`config.mk`:
```
export PLATFORM = sky130hd
export DESIGN_NAME = reg_openadc_adcfifo_mc_flat
export DESIGN_NICKNAME = d
export VERILOG_FILES = /design/src/rtl/reg_openadc_adcfifo_mc_if.sv /design/src/rtl/reg_openadc_adcfifo_mc.sv /design/src/flat_wrapper.sv
export SDC_FILE = /design/constraint.sdc
export NUM_CORES = 1
export LEC_CHECK = 0
export BUFFER_PORTS_ARGS = -buffer_cell sky130_fd_sc_hd__buf_2
export CORE_UTILIZATION = 56
export DETAILED_ROUTE_END_ITERATION = 6
export PLACE_DENSITY = 0.77
export SKIP_CTS_REPAIR_TIMING = 1
export SLEW_MARGIN = 20
export SYNTH_ARGS = -nofsm -noshare
export SYNTH_HDL_FRONTEND = slang
export SYNTH_SLANG_ARGS = --single-unit
```
`constraint.sdc`:
```
create_clock -name clk_usb -period 4.4 [get_ports clk_usb]
set_clock_uncertainty 0.2 [all_clocks]
set_input_delay 0.88 -clock clk_usb [delete_from_list [all_inputs] [get_ports clk_usb]]
set_output_delay 0.88 -clock clk_usb [all_outputs]
set_load 0.05 [all_outputs]
```
`src/rtl/reg_openadc_adcfifo_mc_if.sv`:
```
// USB register bus between the host-side register decoder and the
// multi-channel ADC FIFO register block.
interface reg_openadc_adcfifo_mc_if #(
  parameter int pBYTECNT_SIZE = 7
);
  logic [7:0]               reg_address;
  logic [pBYTECNT_SIZE-1:0] reg_bytecnt;
  logic [7:0]               reg_datai;
  logic [7:0]               reg_datao;
  logic                     reg_read;
  logic                     reg_write;

  modport master (
    output reg_address, reg_bytecnt, reg_datai, reg_read, reg_write,
    input  reg_datao
  );

  modport slave (
    input  reg_address, reg_bytecnt, reg_datai, reg_read, reg_write,
    output reg_datao
  );
endinterface

```
`src/rtl/reg_openadc_adcfifo_mc.sv`:
```
// Multi-channel OpenADC FIFO register block: status/config registers, sticky
// errors and delayed FIFO read strobes. Optional read counter: FIFO_READ_COUNT_EN.
`ifndef ADCREAD_ADDR
`define ADCREAD_ADDR 8'd3
`endif
`ifndef STREAM_SEGMENT_THRESHOLD
`define STREAM_SEGMENT_THRESHOLD 8'd35
`endif
`ifndef FAST_FIFO_READ_MODE
`define FAST_FIFO_READ_MODE 8'd36
`endif
`ifndef CAPTURE_DONE
`define CAPTURE_DONE 8'd37
`endif
`ifndef ADC_LOW_RES
`define ADC_LOW_RES 8'd38
`endif
`ifndef FIFO_STAT
`define FIFO_STAT 8'd39
`endif
`ifndef FIFO_CHAN_SEL
`define FIFO_CHAN_SEL 8'd40
`endif
`ifndef FIFO_RD_DELAY
`define FIFO_RD_DELAY 8'd41
`endif
`ifndef FIFO_STICKY_ERR
`define FIFO_STICKY_ERR 8'd42
`endif
`ifndef DEBUG_FIFO_READS
`define DEBUG_FIFO_READS 8'd43
`endif

module reg_openadc_adcfifo_mc #(
  parameter int pBYTECNT_SIZE = 7,
  parameter int pCHANNELS     = 2,
  parameter int pERR_WIDTH    = 9,
  parameter int pTHRESH_WIDTH = 17,
  parameter int pMAX_RD_DELAY = 7
) (
  input  logic                            clk_usb,
  input  logic                            reset_i,
  reg_openadc_adcfifo_mc_if.slave         bus,
  input  logic [pCHANNELS-1:0]            fifo_empty,
  input  logic [pCHANNELS*pERR_WIDTH-1:0] fifo_error_stat,
  output logic [pCHANNELS-1:0]            fifo_rd_en,
  input  logic                            capture_done,
  output logic                            low_res,
  output logic                            fast_fifo_read_mode,
  output logic [pTHRESH_WIDTH-1:0]        stream_segment_threshold,
  output logic                            clear_fifo_errors
);

  localparam logic [31:0] THRESH_RST = 32'h0001_0000;

  function automatic logic [7:0] get_byte(input logic [63:0] v,
                                          input logic [pBYTECNT_SIZE-1:0] idx);
    logic [7:0] r;
    r = '0;
    for (int i = 0; i < 8; i++)
      if (int'(idx) == i) r = v[i*8 +: 8];
    return r;
  endfunction

  function automatic logic [3:0] clamp_delay(input logic [3:0] v);
    if (int'(v) > pMAX_RD_DELAY) return 4'(pMAX_RD_DELAY);
    return v;
  endfunction

  function automatic logic [pCHANNELS-1:0] chan_onehot(input logic [2:0] sel);
    logic [pCHANNELS-1:0] r;
    r = '0;
    for (int n = 0; n < pCHANNELS; n++)
      if (sel == 3'(n)) r[n] = 1'b1;
    return r;
  endfunction

  logic [7:0]               addr;
  logic [pBYTECNT_SIZE-1:0] bytecnt;
  logic [7:0]               datai;
  logic                     rd;
  logic                     wr;
  logic [7:0]               datao;

  assign addr          = bus.reg_address;
  assign bytecnt       = bus.reg_bytecnt;
  assign datai         = bus.reg_datai;
  assign rd            = bus.reg_read;
  assign wr            = bus.reg_write;
  assign bus.reg_datao = datao;

  logic [2:0]            chan_sel;
  logic [3:0]            rd_delay;
  logic [pERR_WIDTH-1:0] sticky [pCHANNELS];

  // Channel views padded to the full 3-bit select range; unused slots read 0,
  // which gives out-of-range selects their zero status for free.
  logic [7:0]            empty_pad;
  logic [pERR_WIDTH-1:0] live_pad   [8];
  logic [pERR_WIDTH-1:0] sticky_pad [8];

  for (genvar n = 0; n < 8; n++) begin : g_pad
    if (n < pCHANNELS) begin : g_used
      assign empty_pad[n]  = fifo_empty[n];
      assign live_pad[n]   = fifo_error_stat[n*pERR_WIDTH +: pERR_WIDTH];
      assign sticky_pad[n] = sticky[n];
    end else begin : g_unused
      assign empty_pad[n]  = 1'b0;
      assign live_pad[n]   = '0;
      assign sticky_pad[n] = '0;
    end
  end

  always_ff @(posedge clk_usb or posedge reset_i) begin
    if (reset_i) begin
      chan_sel                 <= '0;
      rd_delay                 <= '0;
      low_res                  <= 1'b0;
      fast_fifo_read_mode      <= 1'b0;
      stream_segment_threshold <= THRESH_RST[pTHRESH_WIDTH-1:0];
      clear_fifo_errors        <= 1'b0;
    end else begin
      clear_fifo_errors <= wr && (addr == `FIFO_STAT) && datai[0];
      if (wr) begin
        if (addr != `FAST_FIFO_READ_MODE) fast_fifo_read_mode <= 1'b0;
        case (addr)
          `FIFO_CHAN_SEL:       chan_sel            <= datai[2:0];
          `FIFO_RD_DELAY:       rd_delay            <= clamp_delay(datai[3:0]);
          `ADC_LOW_RES:         low_res             <= datai[0];
          `FAST_FIFO_READ_MODE: fast_fifo_read_mode <= datai[0];
          `STREAM_SEGMENT_THRESHOLD:
            for (int b = 0; b < pTHRESH_WIDTH; b++)
              if (int'(bytecnt) == b / 8) stream_segment_threshold[b] <= datai[b % 8];
          default: ;
        endcase
      end
    end
  end

  logic clr_all;
  logic clr_sel;
  assign clr_all = wr && (addr == `FIFO_STICKY_ERR) && datai[1];
  assign clr_sel = wr && (addr == `FIFO_STICKY_ERR) && datai[0];

  // New live bits are ORed in after any clear, so a colliding error survives.
  always_ff @(posedge clk_usb or posedge reset_i) begin
    if (reset_i) begin
      for (int n = 0; n < pCHANNELS; n++) sticky[n] <= '0;
    end else begin
      for (int n = 0; n < pCHANNELS; n++) begin
        if (clr_all || (clr_sel && chan_sel == 3'(n))) sticky[n] <= live_pad[n];
        else                                           sticky[n] <= sticky[n] | live_pad[n];
      end
    end
  end

  // A reg_read still high at reset release must not look like a fresh rise:
  // the pipe input stays masked until reg_read has been seen low once.
  logic armed;
  always_ff @(posedge clk_usb or posedge reset_i) begin
    if (reset_i)  armed <= 1'b0;
    else if (!rd) armed <= 1'b1;
  end

  logic        rd_gated;
  logic [15:0] rd_pipe;
  logic [2:0]  rd_tag  [16];
  logic [16:0] rd_ext;
  logic [2:0]  tag_ext [17];

  assign rd_gated = rd & armed;

  always_ff @(posedge clk_usb or posedge reset_i) begin
    if (reset_i) begin
      rd_pipe <= '0;
      for (int k = 0; k < 16; k++) rd_tag[k] <= '0;
    end else begin
      rd_pipe   <= {rd_pipe[14:0], rd_gated};
      rd_tag[0] <= chan_sel;
      for (int k = 1; k < 16; k++) rd_tag[k] <= rd_tag[k-1];
    end
  end

  // Tap 0 is the live request; tap k is the request k cycles ago with its channel.
  assign rd_ext = {rd_pipe, rd_gated};
  always_comb begin
    tag_ext[0] = chan_sel;
    for (int k = 1; k < 17; k++) tag_ext[k] = rd_tag[k-1];
  end

  logic [4:0]           tap;
  logic [4:0]           tap_n;
  logic                 rise_dly;
  logic                 adc_hit;
  logic                 fast_hit;
  logic [pCHANNELS-1:0] strobe_p1;

  assign tap      = {1'b0, rd_delay};
  assign tap_n    = tap + 5'd1;
  assign rise_dly = rd_ext[tap] & ~rd_ext[tap_n];
  assign adc_hit  = (addr == `ADCREAD_ADDR);
  assign fast_hit = rd_gated & ~rd_pipe[0] & adc_hit;

  // Registered strobe stage: one cycle after the delayed rise is seen.
  always_ff @(posedge clk_usb or posedge reset_i) begin
    if (reset_i) strobe_p1 <= '0;
    else         strobe_p1 <= (!fast_fifo_read_mode && rise_dly && adc_hit)
                              ? chan_onehot(tag_ext[tap]) : '0;
  end

  assign fifo_rd_en = fast_fifo_read_mode ? (fast_hit ? chan_onehot(chan_sel) : '0)
                                          : strobe_p1;

`ifdef FIFO_READ_COUNT_EN
  logic [31:0] rd_count;
  always_ff @(posedge clk_usb or posedge reset_i) begin
    if (reset_i)
      rd_count <= '0;
    else if (wr && addr == `DEBUG_FIFO_READS)
      rd_count <= '0;
    else if (|fifo_rd_en && rd_count != 32'hFFFF_FFFF)
      rd_count <= rd_count + 32'd1;
  end
`endif

  logic [63:0] stat_vec;
  logic [63:0] sticky_vec;
  assign stat_vec   = 64'({empty_pad[chan_sel], live_pad[chan_sel]});
  assign sticky_vec = 64'(sticky_pad[chan_sel]);

  always_comb begin
    datao = '0;
    if (rd) begin
      case (addr)
        `FIFO_CHAN_SEL:            datao = {5'b0, chan_sel};
        `FIFO_RD_DELAY:            datao = {4'b0, rd_delay};
        `FIFO_STAT:                datao = get_byte(stat_vec, bytecnt);
        `FIFO_STICKY_ERR:          datao = get_byte(sticky_vec, bytecnt);
        `ADC_LOW_RES:              datao = {7'b0, low_res};
        `STREAM_SEGMENT_THRESHOLD: datao = get_byte(64'(stream_segment_threshold), bytecnt);
        `CAPTURE_DONE:             datao = {7'b0, capture_done};
        `FAST_FIFO_READ_MODE:      datao = {7'b0, fast_fifo_read_mode};
`ifdef FIFO_READ_COUNT_EN
        `DEBUG_FIFO_READS:         datao = get_byte(64'(rd_count), bytecnt);
`endif
        default:                   datao = '0;
      endcase
    end
  end

endmodule

```
`src/flat_wrapper.sv`:
```
// flat-port wrapper written by rule: the top's interface ports become plain ports
module reg_openadc_adcfifo_mc_flat 
#(
  parameter int pBYTECNT_SIZE = 7,
  parameter int pCHANNELS     = 2,
  parameter int pERR_WIDTH    = 9,
  parameter int pTHRESH_WIDTH = 17,
  parameter int pMAX_RD_DELAY = 7
)
  (clk_usb, reset_i, fifo_empty, fifo_error_stat, fifo_rd_en, capture_done, low_res, fast_fifo_read_mode, stream_segment_threshold, clear_fifo_errors, bus_reg_address, bus_reg_bytecnt, bus_reg_datai, bus_reg_read, bus_reg_write, bus_reg_datao);
  reg_openadc_adcfifo_mc_if #(.pBYTECNT_SIZE(pBYTECNT_SIZE)) bus_i ();
  input  logic clk_usb;
  input  logic reset_i;
  input  logic [pCHANNELS-1:0] fifo_empty;
  input  logic [pCHANNELS*pERR_WIDTH-1:0] fifo_error_stat;
  output logic [pCHANNELS-1:0] fifo_rd_en;
  input  logic capture_done;
  output logic low_res;
  output logic fast_fifo_read_mode;
  output logic [pTHRESH_WIDTH-1:0] stream_segment_threshold;
  output logic clear_fifo_errors;
  input wire logic [$bits(bus_i.reg_address)-1:0] bus_reg_address;
  input wire logic [$bits(bus_i.reg_bytecnt)-1:0] bus_reg_bytecnt;
  input wire logic [$bits(bus_i.reg_datai)-1:0] bus_reg_datai;
  input wire logic [$bits(bus_i.reg_read)-1:0] bus_reg_read;
  input wire logic [$bits(bus_i.reg_write)-1:0] bus_reg_write;
  output wire logic [$bits(bus_i.reg_datao)-1:0] bus_reg_datao;
  assign bus_i.reg_address = bus_reg_address;
  assign bus_i.reg_bytecnt = bus_reg_bytecnt;
  assign bus_i.reg_datai = bus_reg_datai;
  assign bus_i.reg_read = bus_reg_read;
  assign bus_i.reg_write = bus_reg_write;
  assign bus_reg_datao = bus_i.reg_datao;
  reg_openadc_adcfifo_mc #(.pBYTECNT_SIZE(pBYTECNT_SIZE), .pCHANNELS(pCHANNELS), .pERR_WIDTH(pERR_WIDTH), .pTHRESH_WIDTH(pTHRESH_WIDTH), .pMAX_RD_DELAY(pMAX_RD_DELAY)) u_core (.clk_usb(clk_usb), .reset_i(reset_i), .bus(bus_i), .fifo_empty(fifo_empty), .fifo_error_stat(fifo_error_stat), .fifo_rd_en(fifo_rd_en), .capture_done(capture_done), .low_res(low_res), .fast_fifo_read_mode(fast_fifo_read_mode), .stream_segment_threshold(stream_segment_threshold), .clear_fifo_errors(clear_fifo_errors));
endmodule
```
Word-level counts from Yosys, hierarchy flattened
Cells that the tools add are included.
{ "word_totals": {"regBits": 112, "latchBits": 0, "ramBits": 0, "rom_bits": 0, "out_inout_bits": 30, "n_memories": 0} }
{ "classes": {"add_sub_neg": 1, "mul": 0, "div": 0, "n_lt_le_gt_ge": 6, "n_eq_ne": 19, "shift": 0, "mux": 57, "bitwise_logic": 10, "n_reduce_logical": 23} }
{ "op_table": {"columns": ["cell", "count"], "rows": [
  ["$mux 8", 25],
  ["$eq 8x6->1 const B", 8],
  ["$pmux 8 s8", 1],
  ["$bmux 9 s3", 2],
  ["$mux 9", 6],
  ["$eq 7x4->1 const B", 4],
  ["$or 9x9->9", 2],
  ["$bmux 3 s5", 1],
  ["$eq 7x3->1 const B", 2],
  ["$mux 1", 12],
  ["$logic_and 1x1->1", 9],
  ["$reduce_and 3->1", 3],
  ["$eq 8x2->1 const B", 1],
  ["$mux 4", 2],
  ["$ne 8x6->1 const B", 1],
  ["$reduce_and 2->1", 4],
  ["$eq 7x2->1 const B", 1],
  ["$logic_not 7->1", 1],
  ["$eq 3x1->1 const B", 2],
  ["$ge 6x6->1 const B", 1],
  ["$logic_not 3->1", 2],
  ["$lt 4x6->1 const B", 1],
  ["$lt 5x6->1 const B", 1],
  ["$mux 2", 3],
  ["other kinds (15)", 21]
]} }

Depth between registers and ports, before layout
Gate-level depths: netlist (run 1).
{ "logic_depth": {"ltp_word": 14, "depth_mapped": 7} }

Worst setup path after synthesis (run 1)
OpenSTA, ideal clock, no wires.
{ "synth_path": {"kind": "input port to output port", "start": "input port bus_reg_address[4]", "end": "output port bus_reg_datao[3]", "t_arrival_ns": 3.478, "t_required_ns": 3.320, "slack_ns": -0.158, "path_stages": 5, "n_path_buf": 0, "path_cell_list": "or4b_4 or2_4 nor2_1 a21oi_1 o41ai_1"} }
{ "synth_via": {"elab_chain_cells": 3, "word_cells_on_any_way": 10, "classes_between": "8 x eq/ne; 2 x mux"} }
{ "synth_lines": {"columns": ["element", "line", "source"], "rows": [
  ["start: declaration", "flat_wrapper.sv:22", "input wire logic [$bits(bus_i.reg_address)-1:0] bus_reg_address;"],
  ["$eq 8x6->1", "reg_openadc_adcfifo_mc.sv:234", "case (addr)"],
  ["$pmux 8 s8 (*)", "reg_openadc_adcfifo_mc.sv:234", null],
  ["$mux 8 (*)", "reg_openadc_adcfifo_mc.sv:233", "if (rd) begin"],
  ["end: declaration", "flat_wrapper.sv:27", "output wire logic [$bits(bus_i.reg_datao)-1:0] bus_reg_datao;"]
]} }
Every way passes the cells marked *; elsewhere a longest branch is shown, timed or not.

Final worst setup path (run 1)
{ "layout_path": {"start": "input port bus_reg_address[4]", "end": "output port bus_reg_datao[7]"} }
Same word-level chain as after synthesis.

==> reports/results.tsv, run 1 <==
stage	metric	value	unit
outcome	status	finished, final reports clean	
yosys	synth_ff_type	dfrtp_1	
drt	drtIter0Drc	155	
critical_path	cp_max_fo	7	
critical_path	r2r_setup_slack	1.65	ns
critical_path	critical_path_class	in2out	
critical_path	crit_buf_inv	2	
critical_path	crit_path_frequent_cell	buf_2	
floorplan	die_w	96.0	um
placed_design	gp_congestion	0.941	
grt	antenna_found_initial	0	
hold_path	hold_start	u_core.rd_tag[47]	
pwr	power_density	323	nW/um^2
timing	finalCritPeriodShare	0.880	
clocking	cts_buffers	9	
yosys	async_reset_ff_frac	1.00	
clocking	clkTransAtPathRegs	0.10	ns
critical_path	crit_required	3.32	ns
placed_design	dp_hpwl	7850	um
timing	slew_headroom	0.435	
floorplan	core_region_area	8380	sq um
grt	grtUsageMet1	0.330	
timing	rsz0062_at_grt	false	
pwr	vdd_ir_drop_max	0.000179	V
critical_path	crit_slowest_cell	nor4b_4	
placed_design	dpl_worst_slack	0.517	ns
floorplan	io_pins	78	
floorplan	dieArea	9210	sq um
drt	drcViolationCount	0	
yosys	synth_edf_count	0	
clocking	cts_max_level	3	
grt	met2_usage	0.423	
grt	grt_pass1_wl	17500	um
clocking	cts-root-buf	clkbuf_8	
grt	grt_pass1_vias	3491	
clocking	cts_tree	done	
flow_run	drv_cap	0	
hold_path	min_path_cells	0	
grt	use_met3	0.0656	
floorplan	die_y	96.0	um
placed_design	portBuffers	77	
critical_path	cp_slowest_stage_delay	0.39	ns
final_layout	num-nets-final	498	
critical_path	reg2reg_from	u_core.rd_delay[1]	
drt	ant_nets	0	
timing	setup_viol	0	
critical_path	worstPathCellList	buf_2 > nor4b_4 > nand3_1 > o22a_1 > o22a_2 > a2111oi_2 > buf_2	
timing	timing.fmax	258	MHz
drt	first_pass_iters	5	
critical_path	cp-start-kind	input port	
timing	fin_setup_tns	0	ns
yosys	avgSynthCellArea	13.3	sq um
clocking	clk_latency	0.37	ns
yosys	ys_warn_count	0	
yosys	netlist_area	4950	sq um
final_layout	final_common_cell	dfrtp_1	
final_layout	drive_above_1_share	0.350	
final_layout	final_cell_mix	dfrtp_1 (108), buf_2 (77), mux2i_1 (20), nor2_1 (20), a21o_1 (18)	
drt	vias	3479	
grt	grt_overflow	0	
grt	grt.total_usage	0.256	
clocking	ctsLongestPathBuffers	2	
final_layout	area_delta_synth_final	13.7	%
grt	grt.busiest_layer	met2	
yosys	synth_cells	372	
drt	viasPerCell	6.21	
hold_path	holdPathEnd	u_core.rd_tag[44]	
pwr	p_leak	2.50	nW
final_layout	fill_cells	619	
final_layout	stdcell_area	5630	sq um
critical_path	critPathCaptureType	output port	
floorplan	start_util	0.590	
yosys	ys_seq_area_frac	0.552	
floorplan	std_cell_rows	33	
critical_path	r2r_cells	5	
timing	slew_viol_final	0	
yosys	synth_cell_types	65	
critical_path	r2r_end	u_core.strobe_p1[1]	
timing	timing_hold_violations_final	0	
placed_design	postPlaceCellArea	5420	sq um
critical_path	crit_arrival	2.79	ns
critical_path	cp_top_family	compound AO/OA/AOI/OAI gates	
timing	worst_pin_slew	0.848	ns
clocking	cts_num_sinks	109	
hold_path	hold_class	reg2reg	
timing	holdWs	0.175	ns
timing	period_minus_slack	3.87	ns
drt	routedWlPerCell	19.3	um
drt	drt_wl_total	10800	um
yosys	synthesis.nets	421	
grt	grt_start_max_net_pins	56	
timing	fin_ws	0.526	ns
yosys	synth-seq-cells	109	
[sequential cells by signal, summed over array words and instances, names as in the netlist]
signal and count:
u_core.rd_pipe 16, u_core.clear_fifo_errors 1, u_core.stream_segment_threshold 17, u_core.low_res 1
u_core.rd_delay 4, u_core.chan_sel 3, u_core.strobe_p1 2, u_core.sticky 18
u_core.armed 1, u_core.fast_fifo_read_mode 1, u_core.rd_tag 45
[per-stage QoR]
| step | cells | power (mW) | util |
|---|---|---|---|
| after CTS | 559 | 1.83 | 0.671 |
| after global routing | 559 | 1.88 | 0.671 |
| after global placement | 543 | 1.22 | 0.647 |
| final | 560 | 1.81 | 0.671 |
| after floorplan | 372 | 1.17 | - |
| after detailed placement | 543 | 1.23 | 0.647 |
[synthesized netlist by cell type (5+ instances only)]
| master | count | area, sq um |
|---|---|---|
| nor3_1 | 10 | 50.1 |
| nor2b_1 | 6 | 37.5 |
| mux2i_1 | 20 | 200 |
| nand3_1 | 9 | 45.0 |
| or3_1 | 7 | 43.8 |
| o21ai_0 | 9 | 45.0 |
| mux4_2 | 15 | 338 |
| a22oi_1 | 5 | 37.5 |
| nor2_1 | 20 | 75.1 |
| inv_1 | 6 | 22.5 |
| a21oi_1 | 7 | 35.0 |
| mux2_2 | 14 | 158 |
| mux2_4 | 16 | 240 |
| dfrtp_1 | 108 | 2700 |
| a21o_1 | 18 | 135 |
| buf_2 | 5 | 25.0 |
| o22ai_1 | 5 | 31.3 |
| clkbuf_1 | 7 | 26.3 |
| nand2_1 | 12 | 45.0 |
[kinds of logic after synthesis]
kind of cell             share of synthesized area
XOR/XNOR                                   0.00177
buffers and inverters                       0.0233
adder cells (fa/ha/maj)                    0.00253
AO/OA/AOI/OAI                                0.112
multiplexers                                 0.189
AND/OR/NAND/NOR                              0.120
flip-flops                                   0.552
[report_power, final]
| group | switching [mW] | internal (mW) |
|---|---|---|
| Combinational | 0.0818 | 0.0678 |
| Clock | 0.369 | 0.237 |
| Sequential | 0.0299 | 1.03 |
[worst max path at each step]
| stage | start | end | slack, ns | cells after the start |
|---|---|---|---|---|
| 2_1_floorplan | bus_reg_address[4] | bus_reg_datao[7] | 0.29 | 4 |
| 5_1_grt | bus_reg_address[4] | bus_reg_datao[7] | 0.34 | 7 |
| 4_1_cts | bus_reg_address[4] | bus_reg_datao[7] | 0.50 | 7 |
| 6_report | bus_reg_address[4] | bus_reg_datao[7] | 0.53 | 7 |
| 3_5_place_dp | bus_reg_address[4] | bus_reg_datao[7] | 0.52 | 7 |
| 3_3_place_gp | bus_reg_address[4] | bus_reg_datao[7] | 0.47 | 7 |
[cell type report]
class / instances / area [sq um] / share of cell area
multi-input cells: 240 / 2110 / 0.375
clock inverters: 6 / 63.8 / 0.0113
clock buffers: 10 / 138 / 0.0245
repair buffers: 82 / 423 / 0.0752
diodes: 1 / 2.50 / 0.000445
well taps: 105 / 131 / 0.0234
inverters: 7 / 28.8 / 0.00512
flip-flops and latches: 109 / 2730 / 0.485
[per-layer routing]
metal,share of wire,vias up
li1,-,1564
met1,0.43,1751
met2,0.49,140
met3,0.060,24
met4,0.020,0
met5,0,-
No activity file was read; power rests on OpenSTA's default activity.
==> run 2, diff against run 1 <==
--- a/config.mk
+++ b/config.mk
@@ -6,9 +6,10 @@
 export NUM_CORES = 1
 export LEC_CHECK = 0
 export BUFFER_PORTS_ARGS = -buffer_cell sky130_fd_sc_hd__buf_2
-export CORE_UTILIZATION = 56
+export CORE_UTILIZATION = 59
+export CTS_BUF_LIST = sky130_fd_sc_hd__clkbuf_8
 export DETAILED_ROUTE_END_ITERATION = 6
-export PLACE_DENSITY = 0.77
+export PLACE_DENSITY = 0.81
 export SKIP_CTS_REPAIR_TIMING = 1
 export SLEW_MARGIN = 20
 export SYNTH_ARGS = -nofsm -noshare
==> reports/results.tsv, run 2 (synthesis gave the netlist of run 1 again) <==
stage	metric	value	unit	change
outcome	status	finished, final reports clean		
critical_path	cp-start-kind	input port		
final_layout	num-nets-final	496		-0.40%
drt	ant_nets	0		unchanged
final_layout	largest_reg_flops	45		unchanged
timing	finalCritPeriodShare	0.895		+0.0150
timing	rsz0062_at_grt	false		
final_layout	fill_cells	587		-5.2%
critical_path	worstSetupEndpoint	bus_reg_datao[7]		
timing	slew_headroom	0.339		-0.0956
grt	grt_start_max_net_pins	57		+1.8%
placed_design	portBuffers	77		unchanged
critical_path	reg2reg_from	u_core.rd_delay[0]		
pwr	p_leak	2.50	nW	-0.18%
timing	period_minus_slack	3.94	ns	+0.0658 ns
drt	drt_wl_total	10900	um	+1.3%
pwr	vdd_ir_drop_max	0.000160	V	-11%
critical_path	crit_arrival	2.86	ns	+0.07 ns
floorplan	start_util	0.605		+0.0149
grt	met2_usage	0.459		+0.0364
grt	grt_overflow	0		unchanged
floorplan	core_region_area	8180	sq um	-2.5%
pwr	power_density	324	nW/um^2	+0.33%
flow_run	drv_cap	0		unchanged
timing	timing_hold_violations_final	0		unchanged
drt	viasPerCell	6.19		-0.33%
critical_path	r2r_setup_slack	1.39	ns	-0.26 ns
floorplan	die_y	93.6	um	-2.5%
final_layout	final_common_cell	dfrtp_1		
final_layout	fin_util	0.686		+0.0148
timing	slew_viol_final	0		unchanged
final_layout	reg_top3	u_core.rd_tag x45, u_core.sticky x18, u_core.stream_segment_threshold x17		
clocking	cts_num_sinks	109		unchanged
grt	grtUsageMet1	0.353		+0.0229
clocking	cts-root-buf	clkbuf_8		
final_layout	final_cell_mix	dfrtp_1 (108), buf_2 (77), mux2i_1 (20), nor2_1 (20), a21o_1 (18)		
floorplan	std_cell_rows	33		unchanged
drt	routedWlPerCell	19.6	um	+1.8%
critical_path	cp_max_fo	7		unchanged
timing	worst_pin_slew	0.991	ns	+0.143 ns
clocking	ctsLongestPathBuffers	2		unchanged
placed_design	dp_hpwl	7910	um	+0.77%
grt	antenna_found_initial	0		unchanged
floorplan	die_w	93.6	um	-2.5%
clocking	clkTransAtPathRegs	0.09	ns	about the same
final_layout	top_register	u_core.rd_tag		
grt	grt.busiest_layer	met2		
timing	timing.fmax	254	MHz	-1.7%
hold_path	hold_class	reg2reg		
grt	grt.total_usage	0.276		+0.0197
critical_path	r2r_end	u_core.strobe_p1[1]		
floorplan	io_pins	78		unchanged
critical_path	crit_required	3.32	ns	about the same
critical_path	r2r_cells	6		+1
timing	fin_setup_tns	0	ns	unchanged
final_layout	area_delta_synth_final	13.4	%	
critical_path	critPathCaptureType	output port		
drt	drcViolationCount	0		unchanged
grt	use_met3	0.0683		+0.00273
clocking	clk_latency	0.36	ns	about the same
final_layout	drive_above_1_share	0.345		-0.00509
drt	vias	3449		-0.86%
clocking	cts_max_level	3		unchanged
timing	setup_viol	0		unchanged
final_layout	n_antenna_cell	0		-1
clocking	cts_buffers	9		unchanged
drt	first_pass_iters	5		unchanged
floorplan	dieArea	8750	sq um	-5.0%
critical_path	startpoint	bus_reg_address[4]		
clocking	cts_tree	done		
grt	grt_pass1_vias	3666		+5.0%
critical_path	critical_path_class	in2out		
placed_design	gp_congestion	0.957		+1.6%
grt	grt_pass1_wl	18100	um	+3.1%
drt	drtIter0Drc	199		+28%
[run 2: through the flow]
step / setup slack [ns] / power [mW] / std cells / hold slack (ns) / cell area (sq um)
final: 0.460 / 1.82 / 557 / 0.177 / 5610
after global routing: 0.335 / 1.89 / 557 / 0.181 / 5610
after CTS: 0.464 / 1.83 / 557 / 0.177 / 5610
after detailed placement: 0.459 / 1.23 / 541 / 0.156 / 5410
after global placement: 0.472 / 1.22 / 541 / 0.149 / 5410
after floorplan: 0.288 / 1.17 / 372 / 0.146 / 4950
[run 2: how the worst min path moves through the flow]
| stage | startpoint | endpoint | slack (ns) | cells after the start |
|---|---|---|---|---|
| 5_1_grt | u_core.rd_tag[46] | u_core.rd_tag[43] | 0.18 | 0 |
| 2_1_floorplan | u_core.rd_tag[35] | u_core.rd_tag[32] | 0.15 | 0 |
| 3_5_place_dp | u_core.rd_tag[46] | u_core.rd_tag[43] | 0.16 | 0 |
| 6_report | u_core.rd_tag[46] | u_core.rd_tag[43] | 0.18 | 0 |
| 4_1_cts | u_core.rd_tag[46] | u_core.rd_tag[43] | 0.18 | 0 |
| 3_3_place_gp | u_core.rd_tag[47] | u_core.rd_tag[44] | 0.15 | 0 |
[run 2: final cells by class]
type	instances	area, sq um	area share
Multi-Input combinational cell	240	2110	0.376
Inverter	7	28.8	0.00513
Clock buffer	10	138	0.0245
Tap cell	105	131	0.0234
Clock inverter	6	63.8	0.0114
Timing Repair Buffer	80	408	0.0727
Sequential cell	109	2730	0.487
[run 2: metal layers]
metal | vias up | wire, um
li1 | 1551 | -
met1 | 1746 | 4540
met2 | 132 | 5530
met3 | 20 | 638
met4 | 0 | 242
met5 | - | 0
[run 2: critical path: stages]
cell and delay [ns]:
buf_2 0.13, nor4b_4 0.37, nand3_1 0.29, o22a_1 0.29, o22a_2 0.22, a2111oi_2 0.35
buf_2 0.33
[run 2: power breakdown]
| group | internal (mW) | total [mW] | switching [mW] |
|---|---|---|---|
| Combinational | 0.0673 | 0.148 | 0.0811 |
| Sequential | 1.03 | 1.06 | 0.0313 |
| Clock | 0.278 | 0.607 | 0.329 |
==> run 3, diff against run 2 <==
--- a/config.mk
+++ b/config.mk
@@ -6,10 +6,10 @@
 export NUM_CORES = 1
 export LEC_CHECK = 0
 export BUFFER_PORTS_ARGS = -buffer_cell sky130_fd_sc_hd__buf_2
-export CORE_UTILIZATION = 59
+export CORE_UTILIZATION = 40
 export CTS_BUF_LIST = sky130_fd_sc_hd__clkbuf_8
 export DETAILED_ROUTE_END_ITERATION = 6
-export PLACE_DENSITY = 0.81
+export PLACE_DENSITY = 0.7
 export SKIP_CTS_REPAIR_TIMING = 1
 export SLEW_MARGIN = 20
 export SYNTH_ARGS = -nofsm -noshare
==> reports/results.tsv, run 3 (synthesis gave the netlist of run 1 again) <==
stage	metric	value	unit	change
flow_run	drv_cap	0		unchanged
final_layout	final_cell_mix	dfrtp_1 (108), buf_2 (77), mux2i_1 (20), nor2_1 (20), a21o_1 (18)		
timing	finalCritPeriodShare	0.901		+0.00573
grt	grt.total_usage	0.187		-0.0884
critical_path	crit_path_frequent_cell	buf_2		
pwr	p_comb_frac	0.084		+0.002
grt	grt_pass1_wl	18500	um	+2.6%
drt	routedWlPerCell	18.4	um	-6.5%
timing	worst_pin_slew	0.938	ns	-0.0529 ns
pwr	power_frac_seq	0.595		+0.011
pwr	vdd_ir_drop_max	0.000130	V	-19%
critical_path	critical_path_class	in2out		
final_layout	top_register	u_core.rd_tag		
drt	first_pass_iters	4		-1
floorplan	core_region_area	12000	sq um	+47%
grt	grt_pass1_vias	3619		-1.3%
critical_path	crit_arrival	2.88	ns	+0.02 ns
final_layout	fin_util	0.470		-0.216
critical_path	crit_slowest_cell	nor4b_4		
final_layout	area_delta_synth_final	14.2	%	
final_layout	n_antenna_cell	0		unchanged
final_layout	drive_above_1_share	0.344		-0.000762
clocking	clk_latency	0.36	ns	about the same
clocking	clkTransAtPathRegs	0.10	ns	about the same
grt	antenna_found_initial	0		unchanged
drt	drcViolationCount	0		unchanged
timing	timing.fmax	252	MHz	-0.64%
clocking	cts_tree	done		
timing	holdWs	0.172	ns	-0.00415 ns
timing	timing_hold_violations_final	0		unchanged
drt	drt_wl_total	11000	um	+0.69%
floorplan	io_pins	78		unchanged
clocking	cts-root-buf	clkbuf_8		
timing	fin_ws	0.435	ns	-0.0252 ns
timing	period_minus_slack	3.96	ns	+0.0252 ns
timing	fin_setup_tns	0	ns	unchanged
drt	drtIter0Drc	107		-46%
pwr	power_density	315	nW/um^2	-2.6%
pwr	p_leak	2.50	nW	about the same
placed_design	portBuffers	77		unchanged
final_layout	reg_top3	u_core.rd_tag x45, u_core.sticky x18, u_core.stream_segment_threshold x17		
placed_design	gp_congestion	0.878		-8.2%
grt	grt_start_max_net_pins	48		-16%
floorplan	start_util	0.412		-0.193
critical_path	crit_buf_inv	2		unchanged
clocking	cts_buffers	9		unchanged
critical_path	worstPathCellList	buf_2 > nor4b_4 > nand3_1 > o22a_1 > o22a_2 > a2111oi_2 > buf_2		
floorplan	dieArea	12800	sq um	+46%
final_layout	num-nets-final	497		+0.20%
critical_path	cp_max_fo	7		unchanged
drt	vias	3407		-1.2%
pwr	power	1.78	mW	-1.9%
hold_path	hold_class	reg2reg		
critical_path	crit_required	3.32	ns	about the same
final_layout	largest_reg_flops	45		unchanged
critical_path	cp-start-kind	input port		
pwr	p_clk_frac	0.321		-0.013
pwr	switching_share	0.240		-0.00266
critical_path	cp_top_family	compound AO/OA/AOI/OAI gates		
drt	viasPerCell	5.68		-8.3%
final_layout	final_common_cell	dfrtp_1		
timing	setup_viol	0		unchanged
floorplan	die_w	113	um	+21%
clocking	ctsLongestPathBuffers	2		unchanged
floorplan	std_cell_rows	40		+21%
critical_path	cp_slowest_stage_delay	0.38	ns	about the same
pwr	p_sw	428	uW	-3.0%
timing	slew_headroom	0.374		+0.0352
pwr	p_int	1.35	mW	-1.6%
placed_design	dpl_worst_slack	0.470	ns	+0.0109 ns
drt	ant_nets	0		unchanged
grt	grt_overflow	0		unchanged
floorplan	die_y	113	um	+21%
critical_path	critPathCaptureType	output port		
placed_design	dp_hpwl	8060	um	+1.9%
clocking	cts_num_sinks	109		unchanged
timing	slew_viol_final	0		unchanged
outcome	status	finished, final reports clean		
clocking	cts_max_level	3		unchanged
timing	rsz0062_at_grt	false		
==> run 3: path summary, 6_finish.rpt <==
check	slack, ns	cells after the start	startpoint	endpoint
min in group asynchronous	0.37	2	reset_i	u_core.sticky[0]
min	0.17	0	u_core.rd_tag[7]	u_core.rd_tag[4]
max	0.44	7	bus_reg_address[4]	bus_reg_datao[7]
min reg2reg	0.17	0	u_core.rd_tag[7]	u_core.rd_tag[4]
max reg2reg	1.35	5	u_core.rd_delay[0]	u_core.strobe_p1[1]
max in group asynchronous	2.80	3	reset_i	u_core.rd_tag[33]
==> run 3: layout make-up <==
class / count / area, sq um
Multi-Input combinational cell: 240 / 2110
Fill cell: 1092 / 6360
Sequential cell: 109 / 2730
Inverter: 7 / 28.8
Clock inverter: 7 / 60.1
Clock buffer: 9 / 124
Timing Repair Buffer: 81 / 415
Tap cell: 147 / 184
==> run 3: through the flow <==
step           instance area [sq um]  instances
3_5_place_dp                    5470        584
6_report                        5650        600
5_1_grt                         5650        600
4_1_cts                         5650        600
3_3_place_gp                    5470        584
2_1_floorplan                   4950        372
==> run 3: power groups by stage <==
stage               clock network (mW)  logic [mW]  registers [mW]
floorplan                            0       0.101            1.06
CTS                              0.593       0.151            1.06
detailed placement                   0       0.150            1.08
global route                     0.630       0.164            1.07
global placement                     0       0.147            1.08
finish                           0.572       0.149            1.06
==> run 3: routing by layer <==
| metal | track usage | vias up | share of wire |
|---|---|---|---|
| li1 | - | 1553 | - |
| met1 | 0.243 | 1725 | 0.44 |
| met2 | 0.305 | 104 | 0.49 |
| met3 | 0.0471 | 25 | 0.050 |
| met4 | 0.0684 | 0 | 0.024 |
| met5 | 0 | - | 0 |
